$ cat config.mk
export PLATFORM = sky130hd
export DESIGN_NAME = bit_serial_neuron
export DESIGN_NICKNAME = d
export VERILOG_FILES = /design/src/rtl/bit_serial_neuron.sv
export SDC_FILE = /design/constraint.sdc
export NUM_CORES = 1
export LEC_CHECK = 0
export ABC_AREA = 1
export BUFFER_PORTS_ARGS = -buffer_cell sky130_fd_sc_hd__buf_4
export CAP_MARGIN = 40
export CORE_AREA = 2 2 117 119
export DETAILED_ROUTE_END_ITERATION = 8
export DIE_AREA = 0 0 119 121
export GPL_TIMING_DRIVEN = 0
export PLACE_DENSITY = 0.84
export SLEW_MARGIN = 0
export SYNTH_ARGS = -nofsm -noshare
export SYNTH_HDL_FRONTEND = slang
export SYNTH_SLANG_ARGS = --single-unit
$ cat constraint.sdc
create_clock -name clk -period 7.5 [get_ports clk]
set_input_delay 0 -clock clk [delete_from_list [all_inputs] [get_ports clk]]
set_output_delay 0 -clock clk [all_outputs]
set_load 0.05 [all_outputs]
$ cat src/rtl/bit_serial_neuron.sv
// Bit-serial weighted-sum neuron.
// Each of N_IN streams delivers an unsigned operand LSB first, one bit per
// clock. The block accumulates the signed weighted sum over WIDTH cycles,
// thresholds it, and pulses done for one cycle with the registered result.
module bit_serial_neuron #(
  parameter int N_IN  = 4,
  parameter int WIDTH = 8,
  parameter int ACC_W = 19,
  parameter logic signed [ACC_W-1:0] THRESH = '0
) (
  input  logic                    clk,
  input  logic                    clr,
  input  logic                    start,
  input  logic [N_IN-1:0]         x_bit,
  input  logic [N_IN*WIDTH-1:0]   w,
  output logic                    busy,
  output logic                    done,
  output logic [ACC_W-1:0]        acc_out,
  output logic                    y
);

  localparam int CW = (WIDTH > 1) ? $clog2(WIDTH) : 1;
  localparam logic [CW-1:0] LAST = CW'(WIDTH - 1);

  typedef enum logic [1:0] {
    IDLE,
    ACCUM,
    DONE
  } state_t;

  state_t                   state, state_nxt;
  logic [CW-1:0]            cnt;
  logic signed [ACC_W-1:0]  acc;
  logic signed [ACC_W-1:0]  partial;
  logic signed [ACC_W-1:0]  acc_nxt;
  logic [WIDTH-1:0]         w_reg [N_IN];
  logic                     accept;

  // A start is honoured only from IDLE or DONE; in ACCUM it is dropped.
  assign accept = start && ((state == IDLE) || (state == DONE));

  // State register with synchronous active-low reset.
  always_ff @(posedge clk) begin
    if (!clr) state <= IDLE;
    else      state <= state_nxt;
  end

  // Next-state decode.
  always_comb begin
    state_nxt = state;
    unique case (state)
      IDLE:    if (start) state_nxt = ACCUM;
      ACCUM:   if (cnt == LAST) state_nxt = DONE;
      DONE:    state_nxt = start ? ACCUM : IDLE;
      default: state_nxt = IDLE;
    endcase
  end

  // Status outputs decoded directly from the state.
  always_comb begin
    busy = (state == ACCUM);
    done = (state == DONE);
  end

  // Sum of sign-extended captured weights for the streams whose bit is set.
  always_comb begin
    partial = '0;
    for (int unsigned i = 0; i < N_IN; i++) begin
      if (x_bit[i])
        partial = partial + {{(ACC_W-WIDTH){w_reg[i][WIDTH-1]}}, w_reg[i]};
    end
  end

  assign acc_nxt = acc + (partial << cnt);

  // Datapath: weight capture, shift-and-add accumulation, result register.
  // The final bit's contribution is folded in combinationally so acc_out and
  // y are valid on the same edge that enters DONE.
  always_ff @(posedge clk) begin
    if (!clr) begin
      acc     <= '0;
      cnt     <= '0;
      acc_out <= '0;
      y       <= 1'b0;
      for (int unsigned i = 0; i < N_IN; i++) w_reg[i] <= '0;
    end else if (accept) begin
      for (int unsigned i = 0; i < N_IN; i++) w_reg[i] <= w[i*WIDTH +: WIDTH];
      acc <= '0;
      cnt <= '0;
    end else if (state == ACCUM) begin
      acc <= acc_nxt;
      cnt <= cnt + CW'(1);
      if (cnt == LAST) begin
        acc_out <= acc_nxt;
        y       <= (acc_nxt >= THRESH);
      end
    end
  end

endmodule
## Yosys cells after proc, flatten, opt, wreduce, memory -nomap -nowiden

Memories as Yosys holds them, arrays and structs flattened.
Index checks and enable logic that the tools add are counted.

| cells by class | value |
|---|---|
| mux-type cells | 16 |
| bitwise operators | 6 |
| div/mod/pow operators | 0 |
| multiply operators | 0 |
| shift-type cells | 1 |
| add/subtract/negate cells | 5 |
| order comparisons | 1 |
| reduce and logical (&&, ||, !) cells | 6 |
| equality and inequality tests | 5 |

Operators with widths:

| kind | number |
|---|---|
| adder 19 bit | 4 |
| two-way mux 19 bit | 4 |
| two-way mux 8 bit | 4 |
| greater-or-equal comparator 19 x 1 -> 1 bit (second input constant) | 1 |
| left shift 19 x 3 -> 19 bit | 1 |
| one-hot mux 2 bit (3 select lines) | 1 |
| two-way mux 1 bit | 5 |
| two-way mux 2 bit | 2 |
| OR 1 bit | 4 |
| adder 3 x 1 -> 3 bit (second input constant) | 1 |
| == test 3 bit (second input constant) | 1 |
| AND reduction 3 bit | 1 |
| == test 2 x 1 -> 1 bit (second input constant) | 1 |
| == test 2 bit (second input constant) | 1 |
| zero test 2 bit | 1 |
| != test 2 x 1 -> 1 bit (second input constant) | 1 |
| != test 2 bit (second input constant) | 1 |
| inverter 1 bit | 2 |
| AND reduction 2 bit | 1 |
| OR reduction 2 bit | 1 |
| logical AND 1 bit | 1 |
| logical OR 1 bit | 1 |

| word-level totals | value |
|---|---|
| bits in latches | 0 |
| flip-flop bits (word level) | 44 |
| input bits | 39 |
| ROM bits | 0 |
| memories kept | 1 |
| RAM bits | 32 |
| logic and storage cells | 46 |

Memories:

| memory | words | bits a word | rd ports | clocked after memory_dff | wr ports | line | source |
|---|---|---|---|---|---|---|---|
| w_reg | 4 | 8 | 4 | 0 | 4 | 36 | `logic [WIDTH-1:0] w_reg [N_IN];` |

## Logic depth before layout (Yosys ltp)

Gate-level depths: netlist of the first run.

| depth | value |
|---|---|
| depth after elaboration | 10 |
| mapped depth | 52 |
| mapped depth without buffers | 51 |

## Least setup slack after synthesis of the first run

Ideal clock, no wire load.

| timing path | value |
|---|---|
| path kind | register -> register |
| from | mem w_reg[0][0] |
| to | reg acc[18] |
| stages on the path, launching flop included | 48 |
| period minus slack after synthesis | 6.070 ns |
| path slack | 1.430 ns |
| buffers on the path | 0 |
| arrival | 5.960 ns |
| cell sequence | edfxtp_1 > nand2_1 > inv_1 > ha_1 > inv_1 > fa_1 > inv_1 > nand4_2 > nand2_2 > a21oi_1 > fa_1 > nand2_1 > nand2_1 > inv_1 > ha_1 > a21oi_1 > inv_1 > nor2_1 > [... 12 more ...] > nand2_1 > inv_1 > o21ai_0 > nand3_1 > nand3_1 > a21oi_1 > a31oi_1 > ha_1 > nand2_1 > nor3_1 > nand3_1 > nand3_1 > xor2_1 > inv_1 > nand3_2 > nand3_1 > nand2_1 > inv_1 |

RTL lines:

| what | line | source |
|---|---|---|
| start, declared | 36 |  |
| end signal, assigned | 91 | `acc <= acc_nxt;` |
| end, declared | 33 | `logic signed [ACC_W-1:0] acc;` |

==> results.yml, run 1 <==
setup_path:
  critPathMaxStageDelay_ns: 0.53
  ff2ff_setup_slack_ns: 0.47
  path_buf_inv: 6
  path_class: "register to register"
  cp_data_required_time_ns: 7.73
  cpMostUsedCell: "nand2_1"
  worstReg2RegEnd: "acc_out[17]"
  cp_max_fo: 4
  worstReg2RegStart: "w_reg[0][1]"
  cpLargestDelayFamily: "simple AND/OR/NAND/NOR gates"
  start_kind: "register"
  arrival_ns: 7.26
  cp_slowest_cell: "fa_1"
  endpoint_kind: "register"
  reg2regPathDepth: 46
timing:
  whs_ns: 0.000508
  slew_headroom_pct: 45.2
  clock.fmax_mhz: 142
  fin_skew_ns: 0.0111
  min_period_ns: 7.03
  tightest_slew_ns: 0.821
  setup_violations: 0
  min_period_over_period_pct: 93.7
  drv_slew: 0
  tns_ns: 0
  hold_viol_final: 0
final_layout:
  antenna_cells: 0
  largest_reg_flops: 32
  final_cell_area_um2: 9060
  fin_util_pct: 69.2
  area_delta_synth_final_pct: 18.0
  final_cells: 1467
  drive_gt1_share_pct: 12.5
  nNetsFinal: 1398
placement:
  port_buffers: 58
  dp.final_hpwl_mm: 16.1
  routabilityCongestion: 0.999
  place_inst: 1422
  placed_area_um2: 8350
pwr:
  power_density_nw_per_um2: 202
  p_leak_nw: 4.81
  ir_drop_mv: 0.145
cts:
  path_clk_slew_ns: 0.06
  cts_buffers: 9
  clk_latency_ns: 0.34
  htree_levels: 3
  cts_root_buf: "clkbuf_16"
  cts_tree: "done"
  cts_sinks: 76
  clk_path_buf_depth: 2
die:
  fp.dieH_um: 121
  die_area_um2: 14400
  fp.dieW_um: 119
  start_util_pct: 58.6
  core_area_um2: 13100
  rows: 42
  io_pins: 61
yosys:
  synth_top_area_share_pct: 13.6
  synth-seq-cells: 76
  synth.net_count: 1299
  synth-async-reset-ratio_pct: 0
  synth_edf_count: 32
  synth_most_common_cell: "nand2_1"
  yosysTopAreaCell: "nand2_1"
  syn_avg_cell_area_um2: 6.46
  synthFlopType: "dfxtp_1"
  syn_inst: 1187
  synth_cell_types: 48
  syn_area_um2: 7670
  synth.top_cells.by_area: "nand2_1 (14%), edfxtp_1 (13%), dfxtp_1 (11%)"
  synth_common_cells: "nand2_1 (277), inv_1 (181), nor2_1 (138), nand3_1 (100), a21oi_1 (71)"
  ys_seq_area_share_pct: 24.0
  yosysWarningCount: 0
routing:
  totalWireLength_mm: 21.4
  viasPerCell: 5.48
  vias: 8043
  antenna_left: 0
  wl_per_cell_um: 14.6
  first_pass_iters: 7
  drt_iter0_drc: 725
  drcViolationCount: 0
min_path:
  worstHoldStart: "w[3]"
  whs_endpoint: "w_reg[0][3]"
  min_path_type: "primary input to register"
  min_path_cells: 3
global_routing:
  grt_pass1_wl_mm: 34.2
  grt_pass1_vias: 7296
  grt_usage_pct: 29.4
  antenna_found_initial: 0
  grt_max_degree: 33
  grt.overflow.total: 0
run_status:
  outcome: "complete, no violations"
run:
  drv_cap: 0
layout by cell type (no fill, tap or decap), drive strengths merged, types with 5 or more instances in the layout:
cell         instances
nand4               16
edfxtp              32
dlygate4sd3         25
buf                 78
o211ai               7
dfxtp               44
nor3                 5
nand2              291
inv                188
nor2               142
o21bai              10
a31oi                9
nand3b               8
ha                  67
clkbuf              26
fa                   6
o22ai                5
nand3              111
xor2                19
o21ai               90
a21o                 5
xnor2               12
a21oi               75
routing by layer:
layer	share of wire [%]	global-route usage [%]	vias up
met1	46	40.9	3596
met2	45	47.6	310
met4	2.6	9.67	0
met5	0	0	-
met3	6.9	3.48	50
li1	-	-	4087
kinds of logic (layout without fill, tap and decap cells):
logic type / count (synthesis) / after routing / synth area share, %
xor+xnor: 31 / 31 / 3.54
flops: 76 / 76 / 24.0
compound gates: 209 / 209 / 15.5
mux: 1 / 1 / 0.130
simple gates: 579 / 579 / 33.3
fa+ha+maj: 73 / 73 / 12.5
buf+inv: 218 / 322 / 11.0
metrics by stage:
stage               power, mW  setup slack, ns
global placement         1.32            0.524
CTS                      1.76            0.302
finish                   1.83            0.473
floorplan                1.13             1.43
detailed placement       1.33            0.382
global route             1.95          -0.0202
worst max path at each step:
stage                           start          end  slack, ns  cells after the start
after floorplan           w_reg[0][0]      acc[18]       1.43                     47
after global placement    w_reg[0][1]  acc_out[17]       0.52                     48
after detailed placement  w_reg[0][1]  acc_out[17]       0.38                     50
after CTS                 w_reg[0][1]  acc_out[17]       0.30                     50
after global routing      w_reg[0][1]  acc_out[17]      -0.02                     46
final                     w_reg[0][1]  acc_out[17]       0.47                     46
power breakdown:
| part | total, mW | switching, mW | internal [mW] |
|---|---|---|---|
| Clock | 0.417 | 0.188 | 0.229 |
| Sequential | 0.483 | 0.0217 | 0.461 |
| Combinational | 0.926 | 0.600 | 0.326 |
worst min-delay path: cells and delay by family:
kind                   cells  cell delay, ns
and+or+nand+nor            1            0.11
buffers and inverters      2            0.11
cell type report:
class	instances	area [um^2]
fillers	1112	4030
repair buffers	88	736
multi-input cells	893	5130
clock buffers	9	225
inverters	186	698
clock inverters	7	56.3
plain buffers	32	146
flip-flops and latches	76	1840
well taps	176	220
timing repair:
item / 4_1_cts / 5_1_grt
setup buffers: 0 / 4
hold buffers: 25 / 0
gates resized for setup: 0 / 33
endpoints found under the hold margin: 25 / 0
setup endpoints to repair: 0 / 13
No activity file was read; power rests on OpenSTA's default activity.
==> run 2, diff against run 1 <==
--- a/config.mk
+++ b/config.mk
@@ -5,14 +5,13 @@
 export SDC_FILE = /design/constraint.sdc
 export NUM_CORES = 1
 export LEC_CHECK = 0
-export ABC_AREA = 1
 export BUFFER_PORTS_ARGS = -buffer_cell sky130_fd_sc_hd__buf_4
 export CAP_MARGIN = 40
-export CORE_AREA = 2 2 117 119
+export CORE_AREA = 2 2 115 117
 export DETAILED_ROUTE_END_ITERATION = 8
-export DIE_AREA = 0 0 119 121
+export DIE_AREA = 0 0 117 119
 export GPL_TIMING_DRIVEN = 0
-export PLACE_DENSITY = 0.84
+export PLACE_DENSITY = 0.85
 export SLEW_MARGIN = 0
 export SYNTH_ARGS = -nofsm -noshare
 export SYNTH_HDL_FRONTEND = slang
==> results.yml, run 2 <==
cts:
  cts_buffers: 9
  cts_root_buf: "clkbuf_16"
  cts_sinks: 76
  cts_tree: "done"
  path_clk_slew_ns: 0.06
  clk_latency_ns: 0.34
  clk_path_buf_depth: 2
  htree_levels: 3
die:
  start_util_pct: 58.2
  fp.dieW_um: 117
  rows: 42
  io_pins: 61
  core_area_um2: 12900
  die_area_um2: 13900
  fp.dieH_um: 119
pwr:
  p_clk_share_pct: 19.4
  p_leak_nw: 4.16
  p_sw_mw: 0.848
  internal_power_mw: 1.22
  power_density_nw_per_um2: 215
  power_frac_comb_pct: 57.0
  ir_drop_mv: 0.164
  finalPower_mw: 2.07
  seq_power_share_pct: 23.6
  switching_share_pct: 40.9
routing:
  totalWireLength_mm: 23.6
  vias: 7818
  viasPerCell: 6.25
  antenna_left: 0
  drcViolationCount: 0
  wl_per_cell_um: 18.9
  drt_iter0_drc: 787
  first_pass_iters: 6
global_routing:
  antenna_found_initial: 0
  grt.overflow.total: 0
  grt_pass1_vias: 7328
  grt_pass1_wl_mm: 34.9
  grt_usage_pct: 31.4
  grt_max_degree: 38
yosys:
  yosysTopAreaCell: "edfxtp_1"
  synth.top_cells.by_area: "edfxtp_1 (13%), dfxtp_1 (12%), ha_1 (11%)"
  synth.net_count: 1028
  synth_cell_types: 86
  synth-seq-cells: 76
  synth-compound-area-share_pct: 23.2
  ys_seq_area_share_pct: 24.6
  synth_xor_area_share_pct: 5.83
  syn_avg_cell_area_um2: 8.18
  synth_mux_area_share_pct: 6.45
  synth_edf_count: 32
  synth_adder_area_share_pct: 12.9
  synthFlopType: "dfxtp_1"
  synth-async-reset-ratio_pct: 0
  syn_area_um2: 7490
  synth_top_area_share_pct: 12.8
  synth_top_family_by_area: "compound AO/OA/AOI/OAI gates"
  syn_inst: 916
  synthSimpleGateAreaFrac_pct: 22.0
  yosysWarningCount: 0
  synth_most_common_cell: "nand2_1"
  synth_common_cells: "nand2_1 (116), a21oi_1 (91), nor2_1 (85), ha_1 (67), dfxtp_1 (44)"
setup_path:
  endpoint_kind: "register"
  cpMostUsedCell: "buf_4"
  path_class: "register to register"
  cp_data_required_time_ns: 7.70
  start_kind: "register"
  cp_max_fo: 6
  critPathMaxStageDelay_ns: 0.44
  reg2regPathDepth: 43
  arrival_ns: 8.31
  cp_slowest_cell: "edfxtp_1"
final_layout:
  layout_commonest_cell: "nand2_1"
  area_delta_synth_final_pct: 28.7
  fin_util_pct: 74.9
  antenna_cells: 0
  final_cells: 1251
  final_cell_area_um2: 9640
  fill_cells: 828
  layout_common_cells: "nand2_1 (114), buf_4 (106), nor2_1 (81)"
  nNetsFinal: 1182
  drive_gt1_share_pct: 24.9
  largest_reg_flops: 32
timing:
  slew_headroom_pct: 44.6
  hold_viol_final: 0
  whs_ns: 0.144
  setup_violations: 13
  fin_skew_ns: 0.00932
  setup_ws_ns: -0.611
  min_period_over_period_pct: 108
  clock.fmax_mhz: 123
  tns_ns: -3.82
  min_period_ns: 8.11
  drv_slew: 0
  tightest_slew_ns: 0.830
  rsz0062_at_grt: "yes"
run:
  drv_cap: 0
placement:
  routabilityCongestion: 0.924
  placed_area_um2: 8200
  dp_worst_setup_slack_ns: -0.909
  place_inst: 1150
  port_buffers: 57
  dp.final_hpwl_mm: 14.5
run_status:
  violations: "setup timing"
  outcome: "complete, but fails checks"
min_path:
  min_path_type: "primary input to register"
  min_path_cells: 4
## run 2: timing repair
item	4_1_cts	5_1_grt
pin swaps	30	42
hold endpoints to repair	36	0
hold buffers	33	0
buffers inserted	30	22
endpoints found under the setup margin	11	19
resized for setup	22	72
## run 2: power by group through the flow
stage	combinational (mW)	clock, mW	sequential [mW]
6_report	1.18	0.402	0.489
5_1_grt	1.27	0.420	0.491
4_1_cts	0.976	0.399	0.485
3_5_place_dp	0.869	0	0.492
3_3_place_gp	0.847	0	0.491
2_1_floorplan	0.689	0	0.486
## run 2: worst max-delay path, delay by kind of cell (launching register included)
family                     cells  cell delay [ns]
xor gates and xnor gates       2             0.34
DFF                            1             0.44
and+or+nand+nor                6             0.99
adders and majority gates      4             0.94
buffers and inverters         16             1.96
muxes                          1             0.12
AOI/OAI and AO/OA             14             3.19
## run 2: kinds of logic (layout without fill, tap and decap cells)
group,after synthesis,in the layout
buffers and inverters,74,233
AOI/OAI and AO/OA,257,257
DFF,76,76
xor gates and xnor gates,49,49
adders and majority gates,74,74
and+or+nand+nor,341,341
muxes,45,45
## run 2: path summary, 6_finish.rpt
kind	startpoint	endpoint	slack [ns]
setup / recovery	w_reg[0][0]	acc_out[18]	-0.61
hold / removal	start	acc[15]	0.14
setup reg to reg	w_reg[0][0]	acc_out[18]	-0.61
hold reg to reg	acc_out[5]	acc_out[5]	0.46
## run 2: cell type report
cell class | count | area, um^2 | share of cell area [%]
flip-flops and latches | 76 | 1840 | 19.1
multi-input cells | 766 | 5750 | 59.6
plain buffers | 40 | 253 | 2.62
repair buffers | 143 | 1180 | 12.2
clock inverters | 7 | 42.5 | 0.441
inverters | 34 | 128 | 1.32
clock buffers | 9 | 225 | 2.34
well taps | 176 | 220 | 2.28
## run 2: per-layer routing
layer	global-route usage, %	share of wire [%]	up-vias
met5	0	0	-
met2	51.7	48	445
li1	-	-	3596
met4	13.0	4.1	0
met1	40.6	40	3679
met3	5.14	8.5	98
